$ cat config.mk
export PLATFORM = sky130hd
export DESIGN_NAME = mux_rr_arbiter_4
export DESIGN_NICKNAME = d
export VERILOG_FILES = /design/src/rtl/mux_rr_arbiter_4.sv
export SDC_FILE = /design/constraint.sdc
export NUM_CORES = 1
export LEC_CHECK = 0
export CORE_AREA = 2 2 71 73
export DETAILED_ROUTE_END_ITERATION = 16
export DIE_AREA = 0 0 73 75
export DONT_BUFFER_PORTS = 1
export HOLD_SLACK_MARGIN = 0.1
export SLEW_MARGIN = 20
export SYNTH_ARGS = -nofsm -noshare
export SYNTH_HDL_FRONTEND = slang
export SYNTH_SLANG_ARGS = --single-unit
export TNS_END_PERCENT = 50
$ cat constraint.sdc
create_clock -name clk -period 2.3 [get_ports clk]
set_input_delay 0.46 -clock clk [delete_from_list [all_inputs] [get_ports clk]]
set_output_delay 0.46 -clock clk [all_outputs]
set_load 0.05 [all_outputs]
$ cat src/rtl/mux_rr_arbiter_4.sv
`default_nettype none
// ============================================================================
// Module   : mux_rr_arbiter_4
// Brief    : Round-robin arbiter sharing one 4:1 data mux among four
//            requesters, with locked bursts and a valid/ready output port.
// Revision : 1.0 - initial release
// ============================================================================
module mux_rr_arbiter_4 #(
    parameter int WIDTH     = 32,
    parameter int MAX_BURST = 4
) (
    input  logic             clk,
    input  logic             reset_n,
    input  logic [3:0]       req,
    input  logic [3:0]       lock,
    input  logic [WIDTH-1:0] data_a,
    input  logic [WIDTH-1:0] data_b,
    input  logic [WIDTH-1:0] data_c,
    input  logic [WIDTH-1:0] data_d,
    input  logic             out_ready,
    output logic             out_valid,
    output logic [WIDTH-1:0] out_data,
    output logic [1:0]       sel,
    output logic [3:0]       gnt,
    output logic [3:0]       ack
);

    localparam int                 c_cnt_w     = (MAX_BURST > 1) ? $clog2(MAX_BURST) : 1;
    localparam logic [c_cnt_w-1:0] c_last_beat = c_cnt_w'(MAX_BURST - 1);

    typedef enum logic [0:0] {
        ST_IDLE = 1'b0,
        ST_BUSY = 1'b1
    } state_t;

    state_t             r_state;
    logic [1:0]         r_sel;
    logic [3:0]         r_gnt;
    logic [c_cnt_w-1:0] r_beat;
    logic [1:0]         r_ptr;

    state_t             w_nxt_state;
    logic [1:0]         w_nxt_sel;
    logic [3:0]         w_nxt_gnt;
    logic [c_cnt_w-1:0] w_nxt_beat;
    logic [1:0]         w_nxt_ptr;
    logic               w_rearb;
    logic               w_xfer;
    logic               w_burst_more;
    logic [2:0]         w_pick;

    // Returns {found, index}; scans p+1 .. p+4 so the last winner ranks lowest.
    function automatic logic [2:0] rr_pick(input logic [3:0] r, input logic [1:0] p);
        logic [1:0] idx;
        rr_pick = 3'b000;
        for (int i = 4; i >= 1; i--) begin
            idx = p + 2'(i);
            if (r[idx]) begin
                rr_pick = {1'b1, idx};
            end
        end
    endfunction

    assign w_pick       = rr_pick(req, r_ptr);
    assign out_valid    = (r_state == ST_BUSY) && req[r_sel];
    assign w_xfer       = out_valid && out_ready;
    assign w_burst_more = (MAX_BURST > 1) && lock[r_sel] && (r_beat < c_last_beat);
    assign ack          = w_xfer ? r_gnt : 4'b0000;
    assign gnt          = r_gnt;
    assign sel          = r_sel;

    always_comb begin
        out_data = data_a;
        case (r_sel)
            2'd0:    out_data = data_a;
            2'd1:    out_data = data_b;
            2'd2:    out_data = data_c;
            default: out_data = data_d;
        endcase
    end

    always_comb begin
        w_nxt_state = r_state;
        w_nxt_sel   = r_sel;
        w_nxt_gnt   = r_gnt;
        w_nxt_beat  = r_beat;
        w_nxt_ptr   = r_ptr;
        w_rearb     = 1'b0;

        case (r_state)
            ST_IDLE: begin
                w_rearb = 1'b1;
            end
            ST_BUSY: begin
                if (w_xfer) begin
                    if (w_burst_more) begin
                        w_nxt_beat = r_beat + c_cnt_w'(1);
                    end else begin
                        w_rearb = 1'b1;
                    end
                end else if (!req[r_sel]) begin
                    // Aborted request: give the grant away without acknowledging it.
                    w_rearb = 1'b1;
                end
            end
            default: begin
                w_nxt_state = ST_IDLE;
            end
        endcase

        if (w_rearb) begin
            w_nxt_beat = '0;
            if (w_pick[2]) begin
                w_nxt_state = ST_BUSY;
                w_nxt_sel   = w_pick[1:0];
                w_nxt_gnt   = 4'b0001 << w_pick[1:0];
                w_nxt_ptr   = w_pick[1:0];
            end else begin
                w_nxt_state = ST_IDLE;
                w_nxt_sel   = 2'd0;
                w_nxt_gnt   = 4'b0000;
            end
        end
    end

    always_ff @(posedge clk or negedge reset_n) begin
        if (!reset_n) begin
            r_state <= ST_IDLE;
            r_sel   <= 2'd0;
            r_gnt   <= 4'b0000;
            r_beat  <= '0;
            r_ptr   <= 2'd3;
        end else begin
            r_state <= w_nxt_state;
            r_sel   <= w_nxt_sel;
            r_gnt   <= w_nxt_gnt;
            r_beat  <= w_nxt_beat;
            r_ptr   <= w_nxt_ptr;
        end
    end

endmodule
`default_nettype wire
==> metrics.md, run 1 <==
| Metric | Value |
|---|---|
| FMAX | `451.8 MHz` |
| WL final | `5.151 mm` |
| Mapped Area | `~1400 sq um` |
| Final hold violation count | `0` |
| # rows | `25` |
| Residual DRC | `0` |
| Synthesized Nets | `243` |
| Seq/Total Area, Yosys | `roughly 20%` |
| Htree depth | `1` |
| DR pass1 iterations | `4` |
| Crit path cell chain | `mux4_2, and2_4, and3_2` |
| Initial antenna violation count | `0` |
| Detail Placement HPWL | `4.404 mm` |
| Wire length per cell | `32.19 um` |
| Worst Path Max Fanout | `14` |
| Worst setup SP type | `register` |
| Max incr delay on CP | `0.50 ns` |
| Filler cells | `430` |
| CP Data Arrival Time | `between 1.5 and 2 ns` |
| Avg Synthesized Cell Area | `13.82 sq um` |
| Int Pwr | `0.001271 W` |
| Routed vias | `between 1000 and 1500` |
| Critical-path top delay cell | `mux4_2` |
| Max-Cap Viols | `0` |
| Leak | `around 0.55 nW` |
| Flops & latches, synth | `11` |
| Final min period | `2.214 ns` |
| Clock share of power | `5.7%` |
| Area growth syn-to-layout | `12.48%` |
| Final nets | `247` |
| Final period util | `slightly below 100%` |
| Buffers on Ports | `0` |
| Count of cell types in the netlist | `31` |
| Hold/Removal Path Class | `in -> reg` |
| Clock latency on the worst-skew pair | `0.24 ns` |
| IO Pins | `182` |
| Slew Viols, Final | `0` |
| Max_slew headroom | `56.54%` |
| Clock skew | `about 0.00039 ns` |
| Via density | `7.250` |
| Final setup viols | `0` |
| Hold Path Cell Cnt | `2` |
| Setup slack at placement | `0.2666 ns` |
| Root Buffer | `clkbuf_8` |
| Share of cells above drive strength 1 | `between 50% and 60%` |
| Starting Density | `30.55%` |
| Pwr dens | `2144 nW/um^2` |
| Die area | `between 5000 and 6000 sq um` |
| Gpl congestion | `0.8142` |
| CTS tree | `yes` |
| Net Sw Power | `0.002164 W` |
| Gate power share | `84.5%` |
| Die width | `73 um` |
| Net Sw Frac | `63.00%` |
| Num CTS Buffers | `3` |
| Ys Warns | `0` |
| Vias in the first global route | `1235` |
| Worst-path clk slew | `0.05 ns` |
| Gr usage total | `17.13%` |
| Gr ovfl total | `0` |
| Num Clock Sinks | `11` |
| Largest net degree at the start of global routing | `37` |
| Hold_ws | `0.3672 ns` |
| Die Height | `75 um` |
| Maximum vdd drop | `a little over 1000 uV` |
| Core region area | `4661 sq um` |
| Initial DRC count | `106` |
| First-pass GRT wire length | `a little under 7 mm` |
| RSZ-0062 raised after global routing | `no` |
| Worst setup margin | `0.08646 ns` |
| Slew of the pin with the lowest slew margin | `0.6459 ns` |
| Number of inserted diodes | `0` |
| Required time of the worst setup path | `1.84 ns` |
| Final Util | `34.36%` |
| Setup bufs post-CTS | `0` |
| Worst Reg-to-Reg Cells | `5` |
| Mapped Cells | `103` |
| Crit path kind | `reg -> out` |
| Critical path endpoint category | `output port` |
| Status | `completed` |
| Max Buffers Root-to-Sink | `2` |
| Sequential share of power | `9.8%` |
| ANT nets after route | `0` |
==> critical path: cells and delay by family, from the launching register on <==
kind | cells | cell delay (ns)
mux | 1 | 0.50
simple gates | 2 | 0.61
flops | 1 | 0.39
==> what timing repair did <==
action / 4_1_cts / 5_1_grt
hold buffers: 1 / 0
resized for setup: 0 / 2
setup endpoints to repair: 0 / 2
endpoints found under the hold margin: 11 / 0
==> registers in the layout, summed over array words and instances, names as in the netlist <==
register / flops
gnt: 4
sel: 2
r_beat: 2
r_state: 1
r_ptr: 2
==> cells in the final DEF (no fill, tap or decap) <==
cell and count:
dfrtp_2 2, dlygate4sd3_1 1, o22a_1 1, nor4_1 1
nor2b_1 1, o21ai_0 2, buf_4 5, o21a_1 1
dfrtp_1 7, dfstp_2 2, nor2_1 1, nand2b_1 4
mux4_2 33, nand3b_1 1, o221ai_2 1, a22oi_1 1
inv_1 3, clkbuf_8 3, nand3_1 6, clkbuf_1 1
and3_2 2, o22ai_1 4, and2_4 2, or2_2 1
o31ai_1 3, mux2i_1 2, a31o_2 1, and3_4 2
mux2_2 2, buf_12 3, a21oi_1 3, ha_1 1
a21boi_0 2, o41ai_2 1
==> layer usage <==
layer  track usage [%]  share of wire (%)  vias up
met1             21.33                 36      594
met4             6.584                1.5        0
met5                 0                  0        -
met2             28.03                 51       99
met3             5.221                 11       10
li1                  -                  -      457
==> power by group through the flow <==
stage	registers, W	logic (W)	clock network, W
after floorplan	0.000481	0.00246	0
after global placement	0.000336	0.00287	0
after detailed placement	0.000341	0.00290	0
after CTS	0.000339	0.00292	0.000201
after global routing	0.000351	0.00301	0.000213
final	0.000338	0.00290	0.000195
==> stage by stage <==
stage	instance area [sq um]	TNS, ns	std cells	total power [W]
after floorplan	1440	-0.02732	103	0.002939
after global placement	1544	0	155	0.003204
after detailed placement	1544	0	155	0.003245
after CTS	1599	0	160	0.003457
after global routing	1602	0	160	0.003574
final	1602	0	160	0.003434
==> synth_stat cells <==
cell,instances,area (sq um)
mux4_2,33,743.2
dfrtp_1,9,225.2
nand3_1,6,30.03
and3_1,4,25.02
buf_2,4,20.02
nand2b_1,4,25.02
o22ai_1,4,25.02
a21oi_1,3,15.01
clkbuf_1,3,11.26
inv_1,3,11.26
o31ai_1,3,22.52
a21boi_0,2,15.01
and2_4,2,17.52
buf_6,2,22.52
dfstp_2,2,52.55
mux2_2,2,22.52
mux2i_1,2,20.02
o21ai_0,2,10.01
a22oi_1,1,7.510
a31o_2,1,8.760
buf_1,1,3.750
ha_1,1,12.51
nand3b_1,1,7.510
nor2_1,1,3.750
nor2b_1,1,6.260
nor4_1,1,6.260
o21a_1,1,7.510
o221ai_2,1,15.01
o22a_1,1,8.760
o41ai_2,1,16.27
or2_2,1,6.260
==> cells by family (layout without fill, tap and decap cells) <==
group,after synthesis,in the layout,synth area share (%)
AND/OR/NAND/NOR,21,21,8.964
buffers and inverters,13,16,4.833
AO/OA/AOI/OAI,20,20,10.63
adder cells (fa/ha/maj),1,1,0.8786
flip-flops,11,11,19.51
multiplexers,37,37,55.18
==> cell type report <==
cell class / count / area, sq um / area share [%]
Tap cell: 54 / 67.56 / 4.219
Clock buffer: 4 / 45.04 / 2.812
Sequential cell: 11 / 280.3 / 17.50
Multi-Input combinational cell: 79 / 1090 / 68.05
Timing Repair Buffer: 9 / 107.6 / 6.719
Inverter: 3 / 11.26 / 0.7031
==> path summary, 6_finish.rpt <==
path / from / to / slack, ns
max in group asynchronous: reset_n / sel[1]$_DFFE_PN0P_ / 1.31
setup / recovery: sel[0]$_DFFE_PN0P_ / ack[3] / 0.09
setup reg to reg: sel[0]$_DFFE_PN0P_ / sel[0]$_DFFE_PN0P_ / 0.42
min in group asynchronous: reset_n / gnt[0]$_DFFE_PN0P_ / 0.62
hold / removal: req[3] / r_state$_DFFE_PN0P_ / 0.37
hold reg to reg: r_ptr[0]$_DFFE_PN1P_ / r_ptr[0]$_DFFE_PN1P_ / 0.56
Note: power is estimated with default switching activity, not from simulation.
==> run 2: changes to the inputs <==
Settings changed: CELL_PAD_IN_SITES_DETAIL_PLACEMENT from default to 0, CELL_PAD_IN_SITES_GLOBAL_PLACEMENT from default to 1, PLACE_DENSITY_LB_ADDON from default to 0.1, SETUP_SLACK_MARGIN from default to 0.1.
==> metrics.md, run 2 (same netlist as run 1, synthesis figures left out) <==
| Metric | Value |
|---|---|
| CTS tree | `yes` |
| Gr usage total | `16.05%` |
| Slew Viols, Final | `0` |
| Worst setup SP type | `register` |
| RR Startpoint | `sel[0]$_DFFE_PN0P_` |
| Die Height | `75 um` |
| Maximum vdd drop | `approximately 570 uV` |
| Clock latency on the worst-skew pair | `0.24 ns` |
| Residual DRC | `0` |
| Final min period | `around 2.1 ns` |
| R2R Setup Slk | `0.45 ns` |
| Gpl congestion | `0.7551` |
| Max-Cap Viols | `0` |
| Core region area | `4661 sq um` |
| Critical path endpoint category | `output port` |
| Worst-path clk slew | `0.05 ns` |
| Via density | `6.630` |
| Hold Crit Endpoint | `r_state$_DFFE_PN0P_` |
| Fraction of met1 tracks used by global routing | `between 10% and 20%` |
| Hold/Removal Path Class | `in -> reg` |
| Clock skew | `between 0.002 and 0.0025 ns` |
| Initial antenna violation count | `0` |
| Root Buffer | `clkbuf_8` |
| Max incr delay on CP | `0.50 ns` |
| Final Util | `34.63%` |
| GRT busiest layer | `met2` |
| Die area | `5475 sq um` |
| Final nets | `249` |
| First-pass GRT wire length | `6.410 mm` |
| Final setup viols | `0` |
| Critical-path top delay cell | `mux4_2` |
| Delay-heaviest family, CP | `simple AND/OR/NAND/NOR gates` |
| Required time of the worst setup path | `1.84 ns` |
| Pwr dens | `2125 nW/um^2` |
| Slew of the pin with the lowest slew margin | `0.6694 ns` |
| RSZ-0062 raised after global routing | `yes` |
| Status | `completed` |
| Number of inserted diodes | `0` |
| Die width | `73 um` |
| Initial DRC count | `31` |
| Hold path start | `req[3]` |
| Gr ovfl total | `0` |
| Worst Reg-to-Reg Cells | `5` |
| Buffers on Ports | `0` |
| Detail Placement HPWL | `4.439 mm` |
| Htree depth | `1` |
| Fin cells | `162` |
| Setup Total Neg Slack | `0 ns` |
| WL final | `around 5 mm` |
| Max reg flops | `4` |
| WP buf/inv | `0` |
| Max Buffers Root-to-Sink | `2` |
| Vias in the first global route | `1109` |
| Starting Density | `30.55%` |
| Max_slew headroom | `54.96%` |
| Wire length per cell | `31.36 um` |
| Area growth syn-to-layout | `13.36%` |
| FMAX | `466.2 MHz` |
| CP Data Arrival Time | `1.68 ns` |
| M3 GR Usage | `roughly 4.3%` |
| Crit path kind | `reg -> out` |
| IO Pins | `182` |
| Commonest non-fill, non-tap cells in the layout | `mux4_2 (33), dfrtp_1 (7), buf_4 (7)` |
| # rows | `25` |
| DR pass1 iterations | `4` |
| Final hold violation count | `0` |
| Final period util | `93.25%` |
| Num Clock Sinks | `11` |
| Leak | `about 0.56 nW` |
| Share of cells above drive strength 1 | `57.41%` |
| Routed vias | `1074` |
| ANT nets after route | `0` |
| Largest net degree at the start of global routing | `37` |
| Setup bufs post-CTS | `0` |
| Worst Path Max Fanout | `14` |
| Met2 Use GR | `roughly 28%` |
| RR Endpoint | `sel[0]$_DFFE_PN0P_` |
| Crit path cell chain | `mux4_2, and2_4, and3_2` |
| Cells after DPL | `157` |
| Commonest non-fill, non-tap cell in the layout | `mux4_2` |
| Hold Path Cell Cnt | `2` |
| Num CTS Buffers | `3` |
[run 2: metrics by stage]
| step | hold WS (ns) | worst slack, ns | power (W) | instance area, sq um |
|---|---|---|---|---|
| 5_1_grt | 0.3854 | 0.08350 | 0.003577 | 1614 |
| 3_3_place_gp | 0.1648 | 0.3010 | 0.003219 | 1546 |
| 4_1_cts | 0.3705 | 0.09165 | 0.003453 | 1605 |
| 3_5_place_dp | 0.1648 | 0.2817 | 0.003234 | 1546 |
| 2_1_floorplan | 0.1644 | 0.1009 | 0.002974 | 1458 |
| 6_report | 0.3774 | 0.1552 | 0.003430 | 1614 |
[run 2: worst reg2reg max path, cell delays in order, from the launching register on]
cell      delay [ns]
dfrtp_2         0.42
buf_4           0.22
or2_2           0.34
o221ai_2        0.19
and2_4          0.23
mux2_2          0.34
[run 2: worst max-delay path by stage]
stage	cells after the start	slack [ns]	startpoint	end
2_1_floorplan	5	0.10	sel[0]$_DFFE_PN0P_	ack[1]
3_3_place_gp	2	0.30	sel[0]$_DFFE_PN0P_	out_data[24]
3_5_place_dp	2	0.28	sel[0]$_DFFE_PN0P_	out_data[17]
4_1_cts	3	0.09	sel[0]$_DFFE_PN0P_	ack[0]
5_1_grt	2	0.08	sel[0]$_DFFE_PN0P_	out_data[24]
6_report	3	0.16	sel[0]$_DFFE_PN0P_	ack[0]
[run 2: repair_timing]
item / 4_1_cts / 5_1_grt
gates resized for setup: 1 / 4
endpoints found under the setup margin: 20 / 21
hold buffers: 1 / 0
endpoints found under the hold margin: 11 / 0
cloned: 0 / 0
[run 2: final cells by class]
type | count | area, sq um
Clock buffer | 4 | 45.04
Fill cell | 441 | 3047
Inverter | 3 | 11.26
Multi-Input combinational cell | 79 | 1094
Sequential cell | 11 | 280.3
Tap cell | 54 | 67.56
Timing Repair Buffer | 11 | 116.4
[run 2: where the power goes]
group / leakage (nW) / internal (W) / switching (W) / total [W]
Clock: 0.0228 / 0.000122 / 0.0000743 / 0.000196
Sequential: 0.131 / 0.000283 / 0.0000462 / 0.000329
Combinational: 0.404 / 0.000875 / 0.00203 / 0.00290
Total: 0.558 / 0.00128 / 0.00215 / 0.00343
[run 2: layer usage]
metal / part of all wire, % / up-vias
met5: 0 / -
met4: 0.71 / 0
met3: 8.8 / 4
met2: 55 / 68
met1: 36 / 542
li1: - / 460
